`src/rtl/rob_pkg.sv`:
```
// rob_pkg: shared definitions for the reorder-buffer pointer controller.
//   ROB_SIZE    - default number of ROB entries (power of 2)
//   rob_idx_t   - entry index for the default-size ROB
//   rob_cnt_t   - occupancy value for the default-size ROB (0..ROB_SIZE)
//   rob_dist()  - modulo distance from a to b in a ring of 'size' entries
package rob_pkg;

  localparam int ROB_SIZE   = 16;
  localparam int ROB_ADDR_W = $clog2(ROB_SIZE);

  typedef logic [ROB_ADDR_W-1:0] rob_idx_t;
  typedef logic [ROB_ADDR_W:0]   rob_cnt_t;

  // Number of steps from a forward to b; size must be a power of 2.
  function automatic int unsigned rob_dist(input int unsigned a,
                                           input int unsigned b,
                                           input int unsigned size);
    return (b - a) & (size - 1);
  endfunction

endpackage

```
`src/rtl/rob_ptr_ctrl_if.sv`:
```
// rob_ptr_ctrl_if: allocation / retire / squash bundle of the ROB pointer
// controller.
//   master modport: rename/dispatch + commit side (drives requests)
//   slave  modport: the controller (drives indices, status and occupancy)
//   alloc_cnt_i / retire_cnt_i - requested allocations / retirements
//   flush_i                    - squash every entry
//   rollback_i, rollback_tail_i- partial squash (only with ROB_ROLLBACK_EN)
//   alloc_idx_o                - slot k = (tail + k) mod ROBsize
//   alloc_ok_o / stall_o       - request accepted / refused for space
//   head_o, tail_o, count_o, free_o, full_o, empty_o - registered state
// Optional feature macro: ROB_ROLLBACK_EN.
interface rob_ptr_ctrl_if #(
  parameter int ROBsize  = 16,
  parameter int ALLOC_W  = 2,
  parameter int RETIRE_W = 2
);
  localparam int addrSize = $clog2(ROBsize);

  logic [$clog2(ALLOC_W+1)-1:0]      alloc_cnt_i;
  logic [$clog2(RETIRE_W+1)-1:0]     retire_cnt_i;
  logic                              flush_i;
`ifdef ROB_ROLLBACK_EN
  logic                              rollback_i;
  logic [addrSize-1:0]               rollback_tail_i;
`endif
  logic [ALLOC_W-1:0][addrSize-1:0]  alloc_idx_o;
  logic                              alloc_ok_o;
  logic                              stall_o;
  logic [addrSize-1:0]               head_o;
  logic [addrSize-1:0]               tail_o;
  logic [addrSize:0]                 count_o;
  logic [addrSize:0]                 free_o;
  logic                              full_o;
  logic                              empty_o;

  modport master (
`ifdef ROB_ROLLBACK_EN
    output rollback_i, rollback_tail_i,
`endif
    output alloc_cnt_i, retire_cnt_i, flush_i,
    input  alloc_idx_o, alloc_ok_o, stall_o, head_o, tail_o,
           count_o, free_o, full_o, empty_o
  );

  modport slave (
`ifdef ROB_ROLLBACK_EN
    input  rollback_i, rollback_tail_i,
`endif
    input  alloc_cnt_i, retire_cnt_i, flush_i,
    output alloc_idx_o, alloc_ok_o, stall_o, head_o, tail_o,
           count_o, free_o, full_o, empty_o
  );

endinterface

```
`src/rtl/rob_ptr_adv.sv`:
```
// rob_ptr_adv: wrapping ring pointer plus count adder.
//   ptr_i - current index (AW bits)
//   add_i - step count (CW bits)
//   ptr_o - (ptr_i + add_i) mod 2**AW
// The ring size is a power of 2, so dropping the carry is the wrap.
module rob_ptr_adv #(
  parameter int AW = 4,
  parameter int CW = 5
) (
  input  logic [AW-1:0] ptr_i,
  input  logic [CW-1:0] add_i,
  output logic [AW-1:0] ptr_o
);
  localparam int SW = (AW > CW) ? AW : CW;

  assign ptr_o = AW'(SW'(ptr_i) + SW'(add_i));

endmodule

```
`src/rtl/rob_ptr_ctrl.sv`:
```
// rob_ptr_ctrl: head/tail pointer and exact-occupancy controller for the
// reorder buffer. Allocates up to ALLOC_W consecutive entries at the tail
// (all-or-nothing) and retires up to RETIRE_W entries at the head per cycle.
//   clk_i    - clock, rising edge
//   reset_ni - asynchronous active-low reset
//   bus      - rob_ptr_ctrl_if.slave (requests in, indices/status out)
// Optional feature macro: ROB_ROLLBACK_EN (tail rollback on mispredict).
module rob_ptr_ctrl
  import rob_pkg::*;
#(
  parameter int ROBsize  = ROB_SIZE,
  parameter int ALLOC_W  = 2,
  parameter int RETIRE_W = 2
) (
  input  logic          clk_i,
  input  logic          reset_ni,
  rob_ptr_ctrl_if.slave bus
);
  localparam int addrSize = $clog2(ROBsize);
  localparam int CNT_W    = addrSize + 1;

  logic [addrSize-1:0] head_reg, head_next;
  logic [addrSize-1:0] tail_reg, tail_next;
  logic [CNT_W-1:0]    count_reg, count_next;

  logic [CNT_W-1:0]    free_cnt;
  logic [CNT_W-1:0]    alloc_req;
  logic [CNT_W-1:0]    alloc_eff;
  logic [CNT_W-1:0]    alloc_acc;
  logic [CNT_W-1:0]    ret_req;
  logic [CNT_W-1:0]    ret_eff;
  logic                stall;
  logic                alloc_ok;
  logic                squash;
  logic [CNT_W-1:0]    rb_count;
  logic [addrSize-1:0] rb_tail;
  logic [addrSize-1:0] head_adv;
  logic [addrSize-1:0] tail_adv;
  logic [ALLOC_W-1:0][addrSize-1:0] alloc_idx;

  // Out-of-range requests saturate at the per-cycle width.
  assign alloc_req = CNT_W'(bus.alloc_cnt_i);
  assign ret_req   = CNT_W'(bus.retire_cnt_i);
  assign alloc_eff = (alloc_req > CNT_W'(ALLOC_W))  ? CNT_W'(ALLOC_W)  : alloc_req;

  // Space comes only from the current count; same-cycle retirements are
  // not credited, which keeps the stall path off the retire path.
  assign free_cnt  = CNT_W'(ROBsize) - count_reg;

  // Retiring more than is held is clamped silently.
  always_comb begin
    ret_eff = (ret_req > CNT_W'(RETIRE_W)) ? CNT_W'(RETIRE_W) : ret_req;
    if (ret_eff > count_reg) begin
      ret_eff = count_reg;
    end
  end

`ifdef ROB_ROLLBACK_EN
  // A rollback to the current tail squashes nothing and is ignored.
  logic [CNT_W-1:0] rb_dist;
  assign rb_tail  = bus.rollback_tail_i;
  assign squash   = bus.rollback_i && (bus.rollback_tail_i != tail_reg);
  assign rb_dist  = CNT_W'(rob_dist(32'(head_reg), 32'(bus.rollback_tail_i), ROBsize));
  assign rb_count = (rb_dist > ret_eff) ? (rb_dist - ret_eff) : '0;
`else
  assign rb_tail  = tail_reg;
  assign squash   = 1'b0;
  assign rb_count = count_reg;
`endif

  assign stall     = (alloc_eff > free_cnt) && !bus.flush_i;
  assign alloc_ok  = (alloc_eff != '0) && !stall && !bus.flush_i && !squash;
  assign alloc_acc = alloc_ok ? alloc_eff : '0;

  rob_ptr_adv #(.AW(addrSize), .CW(CNT_W)) u_head_adv (
    .ptr_i (head_reg),
    .add_i (ret_eff),
    .ptr_o (head_adv)
  );

  rob_ptr_adv #(.AW(addrSize), .CW(CNT_W)) u_tail_adv (
    .ptr_i (tail_reg),
    .add_i (alloc_acc),
    .ptr_o (tail_adv)
  );

  // Allocation slots are presented combinationally in the request cycle.
  generate
    for (genvar gi = 0; gi < ALLOC_W; gi++) begin : g_slot
      rob_ptr_adv #(.AW(addrSize), .CW(CNT_W)) u_slot_adv (
        .ptr_i (tail_reg),
        .add_i (CNT_W'(gi)),
        .ptr_o (alloc_idx[gi])
      );
    end
  endgenerate

  // Flush beats rollback, which beats ordinary alloc/retire.
  always_comb begin
    head_next  = head_adv;
    tail_next  = tail_adv;
    count_next = count_reg + alloc_acc - ret_eff;
    if (bus.flush_i) begin
      head_next  = head_reg;
      tail_next  = head_reg;
      count_next = '0;
    end else if (squash) begin
      tail_next  = rb_tail;
      count_next = rb_count;
    end
  end

  always_ff @(posedge clk_i or negedge reset_ni) begin
    if (!reset_ni) begin
      head_reg  <= '0;
      tail_reg  <= '0;
      count_reg <= '0;
    end else begin
      head_reg  <= head_next;
      tail_reg  <= tail_next;
      count_reg <= count_next;
    end
  end

  assign bus.alloc_idx_o = alloc_idx;
  assign bus.alloc_ok_o  = alloc_ok;
  assign bus.stall_o     = stall;
  assign bus.head_o      = head_reg;
  assign bus.tail_o      = tail_reg;
  assign bus.count_o     = count_reg;
  assign bus.free_o      = free_cnt;
  assign bus.full_o      = (count_reg == CNT_W'(ROBsize));
  assign bus.empty_o     = (count_reg == '0);

endmodule

```
`src/flat_wrapper.sv`:
```
// flat-port wrapper written by rule: the top's interface ports become plain ports
module rob_ptr_ctrl_flat import rob_pkg::*;
#(
  parameter int ROBsize  = ROB_SIZE,
  parameter int ALLOC_W  = 2,
  parameter int RETIRE_W = 2
)
  (clk_i, reset_ni, bus_alloc_cnt_i, bus_retire_cnt_i, bus_flush_i, bus_alloc_idx_o, bus_alloc_ok_o, bus_stall_o, bus_head_o, bus_tail_o, bus_count_o, bus_free_o, bus_full_o, bus_empty_o);
  rob_ptr_ctrl_if #(.ROBsize(ROBsize), .ALLOC_W(ALLOC_W), .RETIRE_W(RETIRE_W)) bus_i ();
  input  logic clk_i;
  input  logic reset_ni;
  input wire logic [$bits(bus_i.alloc_cnt_i)-1:0] bus_alloc_cnt_i;
  input wire logic [$bits(bus_i.retire_cnt_i)-1:0] bus_retire_cnt_i;
  input wire logic [$bits(bus_i.flush_i)-1:0] bus_flush_i;
  output wire logic [$bits(bus_i.alloc_idx_o)-1:0] bus_alloc_idx_o;
  output wire logic [$bits(bus_i.alloc_ok_o)-1:0] bus_alloc_ok_o;
  output wire logic [$bits(bus_i.stall_o)-1:0] bus_stall_o;
  output wire logic [$bits(bus_i.head_o)-1:0] bus_head_o;
  output wire logic [$bits(bus_i.tail_o)-1:0] bus_tail_o;
  output wire logic [$bits(bus_i.count_o)-1:0] bus_count_o;
  output wire logic [$bits(bus_i.free_o)-1:0] bus_free_o;
  output wire logic [$bits(bus_i.full_o)-1:0] bus_full_o;
  output wire logic [$bits(bus_i.empty_o)-1:0] bus_empty_o;
  assign bus_i.alloc_cnt_i = bus_alloc_cnt_i;
  assign bus_i.retire_cnt_i = bus_retire_cnt_i;
  assign bus_i.flush_i = bus_flush_i;
  assign bus_alloc_idx_o = bus_i.alloc_idx_o;
  assign bus_alloc_ok_o = bus_i.alloc_ok_o;
  assign bus_stall_o = bus_i.stall_o;
  assign bus_head_o = bus_i.head_o;
  assign bus_tail_o = bus_i.tail_o;
  assign bus_count_o = bus_i.count_o;
  assign bus_free_o = bus_i.free_o;
  assign bus_full_o = bus_i.full_o;
  assign bus_empty_o = bus_i.empty_o;
  rob_ptr_ctrl #(.ROBsize(ROBsize), .ALLOC_W(ALLOC_W), .RETIRE_W(RETIRE_W)) u_core (.clk_i(clk_i), .reset_ni(reset_ni), .bus(bus_i));
endmodule
```
`config.mk`:
```
export PLATFORM = sky130hd
export DESIGN_NAME = rob_ptr_ctrl_flat
export DESIGN_NICKNAME = d
export VERILOG_FILES = /design/src/rtl/rob_pkg.sv /design/src/rtl/rob_ptr_ctrl_if.sv /design/src/rtl/rob_ptr_adv.sv /design/src/rtl/rob_ptr_ctrl.sv /design/src/flat_wrapper.sv
export SDC_FILE = /design/constraint.sdc
export NUM_CORES = 1
export LEC_CHECK = 0
export BUFFER_PORTS_ARGS = -buffer_cell sky130_fd_sc_hd__clkbuf_2
export CAP_MARGIN = 10
export CORE_ASPECT_RATIO = 0.7
export CORE_MARGIN = 4
export CORE_UTILIZATION = 47
export CTS_BUF_LIST = sky130_fd_sc_hd__clkbuf_2
export CTS_CLUSTER_DIAMETER = 120
export DETAILED_ROUTE_END_ITERATION = 10
export MAX_ROUTING_LAYER = met4
export PLACE_DENSITY_LB_ADDON = 0.25
export SYNTH_ARGS = -nofsm -noshare
export SYNTH_HDL_FRONTEND = slang
export SYNTH_SLANG_ARGS = --single-unit
```
`constraint.sdc`:
```
create_clock -name clk_i -period 3.3 [get_ports clk_i]
set_input_delay 0.66 -clock clk_i [delete_from_list [all_inputs] [get_ports clk_i]]
set_output_delay 0.66 -clock clk_i [all_outputs]
set_load 0.1 [all_outputs]
```
==> reports/qor.txt <==
TritonCTS Sinks: 13
average size of a mapped cell: 9.33 µm²
ys async rst share: 1.00
DP HPWL: 2.30 mm
setup_tns: -0.0523 ns
Worst Path Required: 3.49 ns
critical-path maximum fanout: 2
synth top area cells: dfrtp_1 29%, ha_1 20%, fa_1 7.0%, inv_1 6.6%, o21ai_0 4.0%
failing checks: setup timing
Iter 0 DRT Violations: 25
crit-path most repeated cell: ha_4
most frequent cell after synthesis: inv_1
Relative slew margins: 0.633
Max Root-Sink Buffers: 2
hold buffers post-CTS: 0
Routed Antenna Nets: 0
final worst path period share: 1.02
RSZ-0062 raised after global routing: true
minimum clock period: 3.35 ns
CP Class: register to register
final WL: 2.98 mm
post-synth top area share: 0.286
drt pass-1 iters: 4
ant diodes: 0
I/O pins: 37
worst hold path type: primary input to async pin
max-cap violations: 0
Final WS setup: -0.0523 ns
CTS tree: yes
Setup crit end kind: register
Final #Nets: 199
Distinct cells, synth: 27
Worst Max-Slew Pin Slew: 0.553 ns
Layout fillers: 167
synthesized instance count: 122
Seq cells post-synth: 13
mux contribution to synthesized area: 0.0187
Worst-path clk slew: 0.15 ns
antenna violations before repair: 0
Synth Area in Simple Gates: 0.141
Port Buffers: 36
total track usage: 0.197
Syn-to-layout area delta: 43.4%
cell taking the most area after synthesis: dfrtp_1
Largest delay share family, worst path: adder cells
# setup viols final: 1
core outline area: 2220 µm²
Post-Route Skew: 0.0124 ns
grt total ovfl: 0
vias in the first global route: 1010
placed inst area: 1510 µm²
Worst Path Arrival: 3.54 ns
sequential share of the synthesized area: 0.286
GPL Wtd Cong: 0.858
CP startpoint kind: register
largest family of logic cells by synthesized area: adder cells
Hold Fails Final Rpt: 0
H-tree levels: 1
Root Driver: clkbuf_2
critical-path cell list: buf_6 > inv_4 > ha_4 > and3_4 > ha_4 > clkinvlp_4 > a211oi_2 > nor4b_4 > or3b_4 > fa_1 > inv_1 > ha_1 > a21o_1 > a21oi_2 > xor2_1 > nor2_1
run status: finished, violations left
DRC viols: 0
DR WL/cell: 14.8 µm
prevailing post-synth register cell: dfrtp_1
pin count of the biggest net entering global routing: 17
number of CTS-inserted buffers: 3
fin util: 0.734
Syn Nets: 151
FP Rows: 14
number of synthesized flops with an enable pin: 0
Die ar.: 3290 µm²
Die W: 66.8 µm
critical path buffer and inverter count: 4
mapped cell area: 1140 µm²
clk_lat worst skew: 0.28 ns
Die H: 49.2 µm
Synthesis Warnings: 0
Critical-path top delay cell: fa_1
max incr delay on CP: 0.53 ns
vias per cell: 4.89
fmax: 298 MHz
post-synthesis adder-cell area fraction: 0.268
post-route cell area: 1630 µm²
post-synthesis compound-gate area fraction: 0.0912
vias post-DR: 982
layout cells sized above 1: 0.556
Max Slew Vio Count: 0
Post-synth top cells: 20 x inv_1, 18 x ha_1, 13 x dfrtp_1
Initial Util: 0.512
xor/xnor share of the synthesized area: 0.0769
first-pass GRT wire length: 4.75 mm
-- per-stage QoR --
stage	std cells	worst slack, ns	hold WS [ns]
2_1_floorplan	122	-1.53	0.364
3_3_place_gp	194	-0.182	0.475
3_5_place_dp	194	-0.330	0.483
4_1_cts	198	0.00724	0.244
5_1_grt	201	-0.171	0.240
6_report	201	-0.0523	0.244
-- worst paths after layout --
check                      depth (start not counted)                   from               endpoint  slack (ns)
max                                               16  u_core.bus.count_o[0]  u_core.bus.count_o[3]       -0.05
min                                                1               reset_ni  u_core.bus.count_o[3]        0.24
max reg2reg                                       16  u_core.bus.count_o[0]  u_core.bus.count_o[3]       -0.05
min reg2reg                                        1   u_core.bus.head_o[3]   u_core.bus.head_o[3]        0.50
max in group asynchronous                          1               reset_ni  u_core.bus.count_o[4]        2.76
min in group clk_i                                 1   u_core.bus.head_o[3]   u_core.bus.head_o[3]        0.50
-- layer usage --
layer  up-vias  GRT usage  part of all wire
li1        484          -                 -
met1       467      0.247              0.44
met2        27      0.329              0.50
met3         4     0.0230             0.043
met4         0     0.0608            0.0097
met5         -          -                 0
-- flip-flops by register name (all words and copies together), names as in the netlist --
signal,flops
u_core.bus.tail_o,4
u_core.bus.count_o,5
u_core.bus.head_o,4
-- cell type report --
cell class,instances,area [µm²],share of cell area
sequential,13,337,0.206
clock buffer,4,20.0,0.0123
tap,32,40.0,0.0245
timing repair buffer,53,314,0.192
inverter,20,83.8,0.0513
multi-input combinational,79,838,0.513
-- kinds of logic after synthesis --
logic type                 Yosys count
AOI/OAI and AO/OA                   18
other                                1
adders and majority gates           22
DFF                                 13
buffers and inverters               30
and+or+nand+nor                     26
muxes                                2
xor gates and xnor gates            10
-- layout by cell type, fill, tap and decap left out, types with 3 or more instances in the layout --
master,count
xor2_1,4
o21ai_0,5
clkbuf_2,39
xnor2_2,3
dfrtp_2,3
ha_4,5
ha_1,11
nor2b_1,3
buf_4,17
dfrtp_1,8
o21ai_1,3
nand2_1,5
nor2_1,4
a21oi_2,3
inv_1,16
a21o_1,3
-- repair_timing --
action,4_1_cts,5_1_grt
endpoints found under the setup margin,2,3
gates resized for setup,5,9
pin swaps,3,2
setup buffers,0,3
Power is not shown: default switching activity piles up to over one toggle a cycle in this logic, so the estimate is an artifact.
